<file path="src/rtl/invader_hit_detect_pkg.sv">
`default_nettype none
// +--------------------------------------------------------------------------+
// | invader_hit_detect_pkg : shared playfield constants and alive-bit indexing |
// | Revision 1.0                                                             |
// +--------------------------------------------------------------------------+
package invader_hit_detect_pkg;

  localparam int INVADERS_H = 11;
  localparam int INVADERS_V = 5;

  // Sprite codes on the drawer stream: 0 is background, 1..INVADERS_H name a column.
  typedef enum logic [0:0] {
    SPR_NONE    = 1'b0,
    SPR_INVADER = 1'b1
  } spr_kind_t;

  function automatic int alive_idx(input int row, input int col, input int h);
    return row * h + col;
  endfunction

endpackage
`default_nettype wire

</file>
<file path="src/rtl/invader_hit_detect_hit_fsm.sv">
`default_nettype none
// +--------------------------------------------------------------------------+
// | invader_hit_detect_hit_fsm : ARMED/PENDING/LOCKED hit sequencing          |
// | Revision 1.0                                                             |
// +--------------------------------------------------------------------------+
module invader_hit_detect_hit_fsm (
  input  logic clk,
  input  logic rst_n,
  input  logic i_frame_start,
  input  logic i_alive_init,
  input  logic i_overlap,
  input  logic i_hit_ready,
  output logic o_capture,
  output logic o_hit_valid
);

  typedef enum logic [1:0] {
    ST_ARMED   = 2'd0,
    ST_PENDING = 2'd1,
    ST_LOCKED  = 2'd2
  } hit_state_t;

  hit_state_t r_state;
  hit_state_t w_state_nxt;

  always_ff @(posedge clk or negedge rst_n) begin
    if (!rst_n) r_state <= ST_ARMED;
    else        r_state <= w_state_nxt;
  end

  // An overlap coinciding with frame_start or a wave restart is discarded.
  always_comb begin
    w_state_nxt = r_state;
    o_capture   = 1'b0;
    o_hit_valid = (r_state == ST_PENDING);
    if (i_alive_init) begin
      w_state_nxt = ST_ARMED;
    end else begin
      case (r_state)
        ST_ARMED: begin
          if (i_overlap && !i_frame_start) begin
            o_capture   = 1'b1;
            w_state_nxt = ST_PENDING;
          end
        end
        ST_PENDING: if (i_hit_ready)   w_state_nxt = ST_LOCKED;
        ST_LOCKED:  if (i_frame_start) w_state_nxt = ST_ARMED;
        default:    w_state_nxt = ST_ARMED;
      endcase
    end
  end

endmodule
`default_nettype wire

</file>
<file path="src/rtl/invader_hit_detect.sv">
`default_nettype none
// +--------------------------------------------------------------------------+
// | invader_hit_detect : bullet/invader overlap, alive mask and hit handoff   |
// | Revision 1.0                                                             |
// +--------------------------------------------------------------------------+
module invader_hit_detect #(
  parameter int INVADERS_H = invader_hit_detect_pkg::INVADERS_H,
  parameter int INVADERS_V = invader_hit_detect_pkg::INVADERS_V
) (
  input  logic                                        clk,
  input  logic                                        rst_n,
  input  logic                                        frame_start,
  input  logic                                        alive_init,
  input  logic                                        row_active,
  input  logic [$clog2(INVADERS_V)-1:0]               row_sel,
  input  logic [$clog2(INVADERS_H):0]                 spr_draw,
  input  logic                                        bullet_px,
  input  logic                                        hit_ready,
  output logic                                        hit_valid,
  output logic [$clog2(INVADERS_V)-1:0]               hit_row,
  output logic [$clog2(INVADERS_H)-1:0]               hit_col,
  output logic                                        bullet_kill,
  output logic [INVADERS_V*INVADERS_H-1:0]            alive,
  output logic [$clog2(INVADERS_V*INVADERS_H+1)-1:0]  alive_count,
  output logic                                        all_dead
);

  import invader_hit_detect_pkg::*;

  localparam int ROW_W = $clog2(INVADERS_V);
  localparam int COL_W = $clog2(INVADERS_H);
  localparam int SPR_W = COL_W + 1;
  localparam int N_INV = INVADERS_V * INVADERS_H;
  localparam int CNT_W = $clog2(N_INV + 1);
  localparam int IDX_W = $clog2(N_INV);

  logic [N_INV-1:0] r_alive;
  logic [CNT_W-1:0] r_count;
  logic             r_all_dead;
  logic [ROW_W-1:0] r_hit_row;
  logic [COL_W-1:0] r_hit_col;
  logic             r_bullet_kill;

  logic             w_spr_ok;
  logic             w_row_ok;
  logic             w_valid;
  logic [COL_W-1:0] w_col;
  logic [IDX_W-1:0] w_idx;
  logic             w_overlap;
  logic             w_capture;
  logic             w_hit_valid;

  assign w_spr_ok = (spr_draw != SPR_W'(SPR_NONE)) && (int'(spr_draw) <= INVADERS_H);
  assign w_row_ok = int'(row_sel) < INVADERS_V;
  assign w_valid  = w_spr_ok && w_row_ok;
  assign w_col    = COL_W'(spr_draw - 1'b1);
  // Index forced to 0 off-grid so the mask is never read out of range.
  assign w_idx    = w_valid ? IDX_W'(alive_idx(int'(row_sel), int'(w_col), INVADERS_H)) : '0;
  assign w_overlap = row_active && bullet_px && w_valid && r_alive[w_idx];

  invader_hit_detect_hit_fsm u_hit_fsm (
    .clk           (clk),
    .rst_n         (rst_n),
    .i_frame_start (frame_start),
    .i_alive_init  (alive_init),
    .i_overlap     (w_overlap),
    .i_hit_ready   (hit_ready),
    .o_capture     (w_capture),
    .o_hit_valid   (w_hit_valid)
  );

  always_ff @(posedge clk or negedge rst_n) begin
    if (!rst_n) begin
      r_alive       <= '1;
      r_count       <= CNT_W'(N_INV);
      r_all_dead    <= 1'b0;
      r_hit_row     <= '0;
      r_hit_col     <= '0;
      r_bullet_kill <= 1'b0;
    end else if (alive_init) begin
      r_alive       <= '1;
      r_count       <= CNT_W'(N_INV);
      r_all_dead    <= 1'b0;
      r_bullet_kill <= 1'b0;
    end else begin
      r_bullet_kill <= w_capture;
      r_all_dead    <= (r_count == '0);
      if (w_capture) begin
        r_hit_row      <= row_sel;
        r_hit_col      <= w_col;
        r_alive[w_idx] <= 1'b0;
        if (r_count != '0) r_count <= r_count - 1'b1;
      end
    end
  end

  assign hit_valid   = w_hit_valid;
  assign hit_row     = r_hit_row;
  assign hit_col     = r_hit_col;
  assign bullet_kill = r_bullet_kill;
  assign alive       = r_alive;
  assign alive_count = r_count;
  assign all_dead    = r_all_dead;

endmodule
`default_nettype wire
</file>
<file path="config.mk">
export PLATFORM = sky130hd
export DESIGN_NAME = invader_hit_detect
export DESIGN_NICKNAME = d
export VERILOG_FILES = /design/src/rtl/invader_hit_detect_pkg.sv /design/src/rtl/invader_hit_detect_hit_fsm.sv /design/src/rtl/invader_hit_detect.sv
export SDC_FILE = /design/constraint.sdc
export NUM_CORES = 1
export LEC_CHECK = 0
export BUFFER_PORTS_ARGS = -buffer_cell sky130_fd_sc_hd__clkbuf_2
export CELL_PAD_IN_SITES_DETAIL_PLACEMENT = 0
export CELL_PAD_IN_SITES_GLOBAL_PLACEMENT = 1
export CORE_UTILIZATION = 47
export CTS_BUF_LIST = sky130_fd_sc_hd__clkbuf_8
export DETAILED_ROUTE_END_ITERATION = 10
export PLACE_DENSITY = 0.93
export SLEW_MARGIN = 30
export SYNTH_ARGS = -nofsm -noshare
export SYNTH_HDL_FRONTEND = slang
export SYNTH_HIERARCHICAL = 1
export SYNTH_SLANG_ARGS = --single-unit
</file>
<file path="constraint.sdc">
create_clock -name clk -period 6.8 [get_ports clk]
set_input_delay 0.34 -clock clk [delete_from_list [all_inputs] [get_ports clk]]
set_output_delay 0.34 -clock clk [all_outputs]
set_load 0.005 [all_outputs]
</file>
==> results of run 1 <==
[sequential cells by signal, summed over array words and instances, names as in the netlist]
name / flops
alive: 55
alive_count: 6
all_dead: 1
bullet_kill: 1
hit_col: 4
hit_row: 3
u_hit_fsm/r_state: 2
[how the worst max path moves through the flow]
stage                      startpoint               endpoint  cells after the start
final                     spr_draw[0]  alive[38]$_DFFE_PN1P_                     19
after detailed placement  spr_draw[0]  alive[30]$_DFFE_PN1P_                     20
after global routing      spr_draw[0]  alive[46]$_DFFE_PN1P_                     19
after CTS                 spr_draw[0]  alive[38]$_DFFE_PN1P_                     19
after floorplan           spr_draw[0]  alive[49]$_DFFE_PN1P_                     20
after global placement    spr_draw[0]  alive[38]$_DFFE_PN1P_                     19
[report_power, final]
group / switching (W) / leakage, nW / internal (W)
registers: 0.00000440 / 0.796 / 0.000438
clock network: 0.000171 / 0.0989 / 0.000181
logic: 0.000160 / 1.05 / 0.0000834
[per-layer routing]
layer  vias to the layer above  part of all wire (%)
li1                       1505                     -
met1                      1602                    43
met2                        92                    50
met3                        14                   5.2
met4                         0                   1.8
met5                         -                     0
[worst max-delay path: stages]
cell and delay [ns]:
clkbuf_2 0.12, inv_1 0.09, ha_1 0.22, xnor2_1 0.22, fa_1 0.51, fa_1 0.91, nand2b_1 0.37, o22ai_1 0.15
a21o_1 0.20, a222oi_1 0.36, o22ai_1 0.17, nor4_2 0.29, or3b_4 0.41, nor3_1 0.20, nand2b_1 0.30, inv_1 0.26
nand2_1 0.18, nor3_1 0.57, a21oi_1 0.16
[metrics by stage]
step | std cells | setup WS (ns)
final | 559 | 1.02
after global routing | 559 | 0.539
after detailed placement | 543 | 0.668
after CTS | 559 | 1.01
after floorplan | 372 | 2.01
after global placement | 543 | 0.858
[cell type report]
type | instances | area share (%)
sequential | 72 | 41.0
multi-input combinational | 266 | 40.5
timing repair buffer | 90 | 10.1
clock buffer | 10 | 3.01
tap | 102 | 2.79
clock inverter | 6 | 1.48
inverter | 13 | 1.07
[cells by family (layout without fill, tap and decap cells)]
family                     count (synthesis)  after routing  share of synthesized area (%)
AOI/OAI and AO/OA                        101            101                           18.0
muxes                                     13             13                           4.42
and+or+nand+nor                          122            122                           15.8
buffers and inverters                     34            119                           3.81
xor gates and xnor gates                  11             11                           2.87
adders and majority gates                 19             19                           6.71
DFF                                       72             72                           48.4
[placed cells by master, fill, tap and decap left out, drive strengths merged, types with 2 or more instances in the layout]
cell,instances
o21ai,6
xor2,7
xnor2,4
fa,3
ha,16
nand4,2
mux4,3
dfstp,60
nor3b,2
or3b,3
nor3,12
a21o,2
clkinv,2
nand3,7
nor4,2
a211oi,7
clkbuf,95
dfrtp,12
a21oi,39
nand2,24
mux2i,7
nor2b,2
nand2b,7
a2bb2oi,4
mux2,3
nor2,49
clkinvlp,2
inv,14
or3,5
and3,2
o22ai,7
buf,5
o22a,27
==> out/qor.csv, run 1 <==
stage,metric,value,unit
status,outcome,completed,
synth,synth_common_cells,"dfstp_2, nor2_1, a21oi_1, o22a_1, nand2_1",
timing,max-slew-margin-rel,39.4,%
timing,min_period,5.78,ns
grt,grt_overflow,0,
placement,dp_hpwl,7.21,mm
timing,worst_slew_pin_slew,0.906,ns
clock_network,cts_buffers,9,
timing,final.setup.tns,0,ns
worst_hold_path,hold_class,primary input to asynchronous set/reset pin,
setup_path,crit_path_end_kind,register,
layout,syn_to_final_growth,18.0,%
drt,num_vias,3213,
synth,synth-edff-count,0,
drt,first_pass_iters,4,
synth,syn_nets,406,
placement,place.gp.congestion,0.830,
synth,synth_flop_cell,dfstp_2,
die,coreArea,7850,um2
synth,ys_types,57,
power_and_ir_drop,ir_drop,0.119,mV
timing,hold_viol,0,
grt,grt_pass1_vias,3246,
setup_path,r2r_slack,2.88,ns
clock_network,ctsHoldBuffers,0,
setup_path,reg2reg_to,alive[38]$_DFFE_PN1P_,
clock_network,cts_setup_buffers,0,
grt,grtUsageMet2,40.1,%
placement,placed_cell_area,4370,um2
drt,routedWlPerCell,18.0,um
clock_network,cts.sinks,72,
die,start_util,49.4,%
grt,grt_usage,25.1,%
die,die_h,92.8,um
synth,synth.avg_cell_area,10.4,um2
layout,final-seq-area,1880,um2
grt,antenna_found_initial,0,
drt,drt_iter0_drc,212,
grt,grt_pass1_wl,16.4,mm
synth,synth.area.top_cells,"dfstp_2, dfrtp_1, o22a_1",
clock_network,cts.clk_slew.worst_paths,0.08,ns
setup_path,start_kind,primary input,
grt,grt_use_met3,3.69,%
timing,fin_hold_ws,0.182,ns
synth,async_flop_share,100,%
grt,grt_busiest_layer,met2,
synth,synthCells,372,
drt,viasPerCell,5.75,
timing,drv_slew,0,
grt,grt_max_degree,73,
die,num_rows,32,
layout,layout-drive-gt1-share,40.5,%
power_and_ir_drop,p_leak,1.95,nW
layout,multiInputGateArea,1860,um2
layout,nets,486,
drt,drc,0,
timing,clock.fmax,0.173,GHz
clock_network,cts_root_buffer,clkbuf_8,
power_and_ir_drop,finalPower,0.00104,W
timing,fin_crit_sh,85.0,%
grt,met1_usage,34.2,%
drt,ant_nets,0,
clock_network,cts_buffer_depth,2,
synth,synth_top_area_cell,dfstp_2,
placement,io_buffers,85,
layout,fillers,716,
layout,utilization,58.3,%
die,top_level_ports,86,
die,die_area,8620,um2
synth,yosysSeqAreaShare,48.4,%
clock_network,cts_max_level,3,
drt,wl,10.1,mm
synth,synth_most_common_cell,dfstp_2,
layout,final_area,4580,um2
synth,ys_ff_latch,72,
die,die_x,92.8,um
layout,antenna_cells,0,
setup_path,critPathKind,primary input to register,
clock_network,cts_tree,yes,
clock_network,insertion_delay,0.36,ns
power_and_ir_drop,p_per_area,227,nW/um2
clock_network,cts-resized-gates,0,
setup_path,worstReg2RegStart,alive[26]$_DFFE_PN1P_,
timing,clock_skew,0.00911,ns
setup_path,cp.required,7.07,ns
timing,grt_setup_unrepaired,false,
setup_path,r2r.worst_path.cells,12,
run,maxCapViolations,0,
timing,setup_viol,0,
setup_path,cp_max_fo,13,
synth,syn-cell-area,3880,um2
synth,yosys.area.top_type_share,40.7,%
setup_path,crit_arrival,6.04,ns
synth,yosysWarnings,6,
No activity file was read; power rests on OpenSTA's default activity.
==> inputs of run 2 (changes only) <==
- ABC_AREA: default -> 1
- CORE_UTILIZATION: 47 -> 38
- PLACE_DENSITY: 0.93 -> 0.84
- clock period: 6.8 -> 5.2 ns (I/O delays scaled with it)
==> out/qor.csv, run 2 <==
stage,metric,value,unit
timing,hold_viol,0,
clock_network,cts.clk_slew.worst_paths,0.09,ns
layout,antenna_cells,0,
drt,drc,0,
timing,max-slew-margin-rel,39.0,%
placement,io_buffers,85,
placement,placed_cell_area,4680,um2
power_and_ir_drop,ir_drop,0.135,mV
layout,layout-drive-gt1-share,33.8,%
setup_path,cp_common_cell,nor2_1,
timing,grt_setup_unrepaired,false,
drt,wl,11.5,mm
timing,worst_slew_pin_slew,0.914,ns
setup_path,critPathBufInv,5,
drt,drt_iter0_drc,202,
layout,multiInputGateArea,1880,um2
layout,layout_commonest_cell,nand2_1,
setup_path,path_cells,clkbuf_2 > inv_1 > ha_1 > xnor2_1 > fa_1 > fa_1 > inv_1 > nand3_1 > nor2_1 > o211ai_2 > nand2_1 > nor2_1 > nor2_1 > nor2_1 > nand2_1 > nor2_1 > nand2_1 > nor2_1 > inv_1 > nor2_1 > inv_1 > nor4_2 > a22oi_1,
worst_hold_path,hold_class,primary input to asynchronous set/reset pin,
synth,yosysSeqAreaShare,46.1,%
grt,antenna_found_initial,0,
drt,num_vias,3756,
grt,grt_overflow,0,
layout,final-seq-area,1880,um2
setup_path,cp_max_fo,10,
clock_network,cts_tree,yes,
placement,dp_hpwl,8.23,mm
run,maxCapViolations,0,
drt,ant_nets,0,
status,outcome,completed,
timing,min_period,4.54,ns
synth,synth-edff-count,0,
clock_network,cts_buffer_depth,2,
setup_path,crit_arrival,4.78,ns
synth,synth_common_cells,"nand2_1, nor2_1, dfstp_2, inv_1, a21oi_1",
die,die_h,105,um
die,start_util,39.2,%
timing,final.setup.tns,0,ns
placement,place.gp.congestion,0.897,
clock_network,ctsHoldBuffers,0,
setup_path,cp_slowest_cell,nor4_2,
layout,nets,617,
layout,largest_reg_flops,55,
drt,routedWlPerCell,16.0,um
clock_network,insertion_delay,0.36,ns
layout,layout_common_cells,"nand2_1, clkbuf_2, nor2_1, dfstp_2, inv_1",
synth,yosysWarnings,6,
setup_path,critPathKind,primary input to register,
synth,synth_top_area_cell,dfstp_2,
synth,synth.avg_cell_area,8.31,um2
layout,fillers,1026,
clock_network,cts-resized-gates,0,
setup_path,cp_top_family,simple AND/OR/NAND/NOR gates,
clock_network,cts_buffers,9,
synth,synth_flop_cell,dfstp_2,
drt,viasPerCell,5.19,
clock_network,cts_max_level,3,
layout,syn_to_final_growth,21.0,%
clock_network,cts.sinks,72,
grt,grt_usage,22.1,%
timing,clock.fmax,0.220,GHz
timing,drv_slew,0,
timing,setup_viol,0,
die,die_area,11100,um2
die,coreArea,10400,um2
synth,ys_ff_latch,72,
setup_path,crit_path_end_kind,register,
synth,syn_nets,524,
power_and_ir_drop,p_leak,2.56,nW
timing,fin_crit_sh,87.4,%
clock_network,cts_root_buffer,clkbuf_8,
die,top_level_ports,86,
grt,grt_pass1_vias,3705,
power_and_ir_drop,p_per_area,278,nW/um2
die,die_x,105,um
clock_network,cts_setup_buffers,0,
grt,grt_max_degree,73,
setup_path,cp.required,5.43,ns
setup_path,start_kind,primary input,
drt,first_pass_iters,4,
grt,grt_pass1_wl,19.1,mm
timing,fin_hold_ws,0.0341,ns
die,num_rows,37,
layout,final_area,4920,um2
synth,yosys.area.top_type_share,38.7,%
synth,async_flop_share,100,%
synth,synth.area.top_cells,"dfstp_2, nand2_1, dfrtp_1",
synth,synth_most_common_cell,nand2_1,
synth,synthCells,490,
synth,syn-cell-area,4070,um2
setup_path,max_stage_delay,0.69,ns
timing,clock_skew,0.0171,ns
synth,ys_types,32,
## run 2: cell types whose count changed in the layout (fill, tap and decap cells not counted), sizes merged, moves of 8 or more
cell   change
nand2     +82
inv       +49
o22a      -27
nand3     +23
nor2      +22
a22oi     +19
nand4     +14
buf        +8
o21ai      +8
## run 2: cells by family (layout without fill, tap and decap cells)
kind of cell             count (synthesis)  in the layout  synth area share, %
AND/OR/NAND/NOR                        235            235                 26.6
adder cells (fa/ha/maj)                 19             19                 6.39
flip-flops                              72             72                 46.1
buffers and inverters                   77            175                 7.69
XOR/XNOR                                 4              4                0.861
AO/OA/AOI/OAI                           83             83                 12.3
## run 2: routing by layer
| layer | part of all wire, % | track usage (%) | vias to the layer above |
|---|---|---|---|
| li1 | - | - | 1798 |
| met1 | 45 | 29.6 | 1813 |
| met2 | 47 | 36.4 | 129 |
| met3 | 6.1 | 3.65 | 16 |
| met4 | 1.8 | 7.14 | 0 |
| met5 | 0 | 0 | - |
## run 2: power breakdown
group / switching (W) / internal, W
registers: 0.00000827 / 0.000576
logic: 0.000156 / 0.0000677
clock network: 0.000230 / 0.000331
## run 2: final timing paths
path,start,endpoint,slack (ns),cells past startpoint
setup / recovery,spr_draw[0],alive[47]$_DFFE_PN1P_,0.66,23
hold / removal,rst_n,alive_count[3]$_DFFE_PN0P_,0.03,2
setup reg to reg,alive[9]$_DFFE_PN1P_,alive[47]$_DFFE_PN1P_,2.17,15
hold reg to reg,hit_row[0]$_DFFE_PN0P_,hit_row[0]$_DFFE_PN0P_,0.48,2
max in group asynchronous,rst_n,all_dead$_DFF_PN0_,4.73,2
min in group clk,spr_draw[0],hit_col[0]$_DFFE_PN0P_,0.15,2
## run 2: layout make-up
type                       instances  share of cell area, %
sequential                        72                   38.1
clock inverter                     6                   2.18
multi-input combinational        341                   38.2
inverter                          62                   4.73
tap                              136                   3.46
timing repair buffer              97                   10.5
clock buffer                      10                   2.79
## run 2: worst reg2reg max path: stages (launching register included)
cell and delay [ns]:
dfstp_2 0.57, nand4_1 0.11, nand3_1 0.12, nand2_1 0.06, nor2_1 0.11, nor2_1 0.05
a21oi_1 0.13, nand2_1 0.08, nor2_1 0.20, nand2_1 0.11, nor2_1 0.11, inv_1 0.06
nor2_1 0.12, inv_1 0.26, nor4_2 0.69, a22oi_1 0.14
## run 2: metrics by stage
stage	std cells	power (W)	util (%)	setup slack [ns]
floorplan	490	0.000742	-	1.15
global placement	708	0.000814	45.1	0.450
detailed placement	708	0.000816	45.1	0.311
CTS	724	0.00138	47.5	0.682
global route	724	0.00144	47.5	0.165
finish	724	0.00137	47.5	0.655
==> inputs of run 3 (changes only) <==
- HOLD_SLACK_MARGIN: default -> 0.1
==> out/qor.csv, run 3 (synthesized netlist as in run 2, its figures left out) <==
stage,metric,value,unit
power_and_ir_drop,p_leak,2.56,nW
layout,syn_to_final_growth,21.2,%
placement,dp.cells,708,
die,die_x,105,um
die,die_h,105,um
setup_path,critPathKind,primary input to register,
layout,nets,618,
clock_network,insertion_delay,0.36,ns
placement,dp_hpwl,8.23,mm
layout,antenna_cells,0,
run,maxCapViolations,0,
grt,grt_overflow,0,
timing,fin_crit_sh,87.4,%
timing,clock_skew,0.0166,ns
timing,clock.fmax,0.220,GHz
clock_network,cts.clk_slew.worst_paths,0.09,ns
setup_path,max_stage_delay,0.69,ns
drt,drt_iter0_drc,210,
layout,fin_cells,725,
die,start_util,39.2,%
setup_path,cp_slowest_cell,nor4_2,
timing,worst_slew_pin_slew,0.911,ns
placement,place.gp.congestion,0.897,
power_and_ir_drop,ir_drop,0.135,mV
setup_path,start_kind,primary input,
setup_path,crit_path_end_kind,register,
setup_path,cp.required,5.43,ns
layout,layout_commonest_cell,nand2_1,
clock_network,cts_tree,yes,
drt,num_vias,3775,
worst_hold_path,hold_depth,2,
drt,ant_nets,0,
drt,first_pass_iters,4,
setup_path,cp_common_cell,nor2_1,
setup_path,crit_arrival,4.78,ns
grt,grt_pass1_vias,3705,
clock_network,cts_buffers,9,
placement,io_buffers,85,
grt,grt_pass1_wl,19.1,mm
timing,setup_viol,0,
worst_hold_path,hold_class,primary input to register,
drt,wl,11.5,mm
worst_hold_path,worstHoldEndpoint,hit_col[0]$_DFFE_PN0P_,
worst_hold_path,hp-start,spr_draw[0],
power_and_ir_drop,p_per_area,278,nW/um2
grt,grt_usage,22.1,%
layout,largest_reg_flops,55,
clock_network,cts.sinks,72,
clock_network,cts_buffer_depth,2,
setup_path,critPathBufInv,5,
layout,layout-drive-gt1-share,33.8,%
timing,max-slew-margin-rel,39.2,%
clock_network,cts_max_level,3,
setup_path,cp_max_fo,10,
grt,antenna_found_initial,0,
setup_path,crit_cells,23,
power_and_ir_drop,finalPower,0.00137,W
die,num_rows,37,
setup_path,r2r_slack,2.17,ns
clock_network,cts_setup_buffers,0,
die,top_level_ports,86,
grt,grt_max_degree,73,
die,coreArea,10400,um2
clock_network,cts_root_buffer,clkbuf_8,
setup_path,worstReg2RegStart,alive[9]$_DFFE_PN1P_,
setup_path,reg2reg_to,alive[47]$_DFFE_PN1P_,
placement,placed_cell_area,4680,um2
timing,drv_slew,0,
drt,drc,0,
setup_path,cp_top_family,simple AND/OR/NAND/NOR gates,
layout,final_area,4930,um2
setup_path,r2r.worst_path.cells,15,
drt,viasPerCell,5.21,
timing,hold_viol,0,
layout,layout_common_cells,"nand2_1, clkbuf_2, nor2_1, dfstp_2, inv_1",
timing,min_period,4.54,ns
drt,routedWlPerCell,15.9,um
setup_path,path_cells,clkbuf_2 > inv_1 > ha_1 > xnor2_1 > fa_1 > fa_1 > inv_1 > nand3_1 > nor2_1 > o211ai_2 > nand2_1 > nor2_1 > nor2_1 > nor2_1 > nand2_1 > nor2_1 > nand2_1 > nor2_1 > inv_1 > nor2_1 > inv_1 > nor4_2 > a22oi_1,
timing,final.setup.tns,0,ns
timing,grt_setup_unrepaired,false,
die,die_area,11100,um2
status,outcome,completed,
## run 3: cell count changes in the layout (fill, tap and decap cells not counted), sizes merged
cell / previous run / this run
dlygate4sd3: 0 / 1
## run 3: cell type report
type | count | area [um2]
clock buffer | 10 | 138
timing repair buffer | 98 | 529
sequential | 72 | 1880
tap | 136 | 170
multi-input combinational | 341 | 1880
fill | 1027 | 5440
inverter | 62 | 233
clock inverter | 6 | 108
## run 3: where the power goes
group / total, W / internal (W) / switching (W)
registers: 0.000584 / 0.000576 / 0.00000828
logic: 0.000224 / 0.0000682 / 0.000156
clock network: 0.000561 / 0.000331 / 0.000230
total: 0.00137 / 0.000975 / 0.000394
## run 3: how the worst max path moves through the flow
stage                                  endpoint   startpoint
final                     alive[47]$_DFFE_PN1P_  spr_draw[0]
after global routing      alive[47]$_DFFE_PN1P_  spr_draw[0]
after CTS                 alive[47]$_DFFE_PN1P_  spr_draw[0]
after detailed placement  alive[47]$_DFFE_PN1P_  spr_draw[0]
after global placement    alive[47]$_DFFE_PN1P_  spr_draw[0]
after floorplan           alive[22]$_DFFE_PN1P_  spr_draw[0]
## run 3: metrics by stage
step                setup WS (ns)  hold slack, ns  utilization, %
finish                      0.655           0.151            47.6
global route                0.165           0.183            47.6
CTS                         0.682           0.147            47.5
detailed placement          0.311           0.461            45.1
global placement            0.450           0.460            45.1
floorplan                    1.15         -0.0356               -
## run 3: per-layer routing
metal,vias to the layer above,wire length (um),GRT usage [%]
met5,-,0,0
met1,1839,5230,29.6
li1,1804,-,-
met2,114,5460,36.4
met4,0,219,7.14
met3,18,631,3.65
## run 3: repair_timing
item	in CTS	in global routing
hold buffers	0	1
endpoints found under the hold margin	0	8
resized for setup	0	0
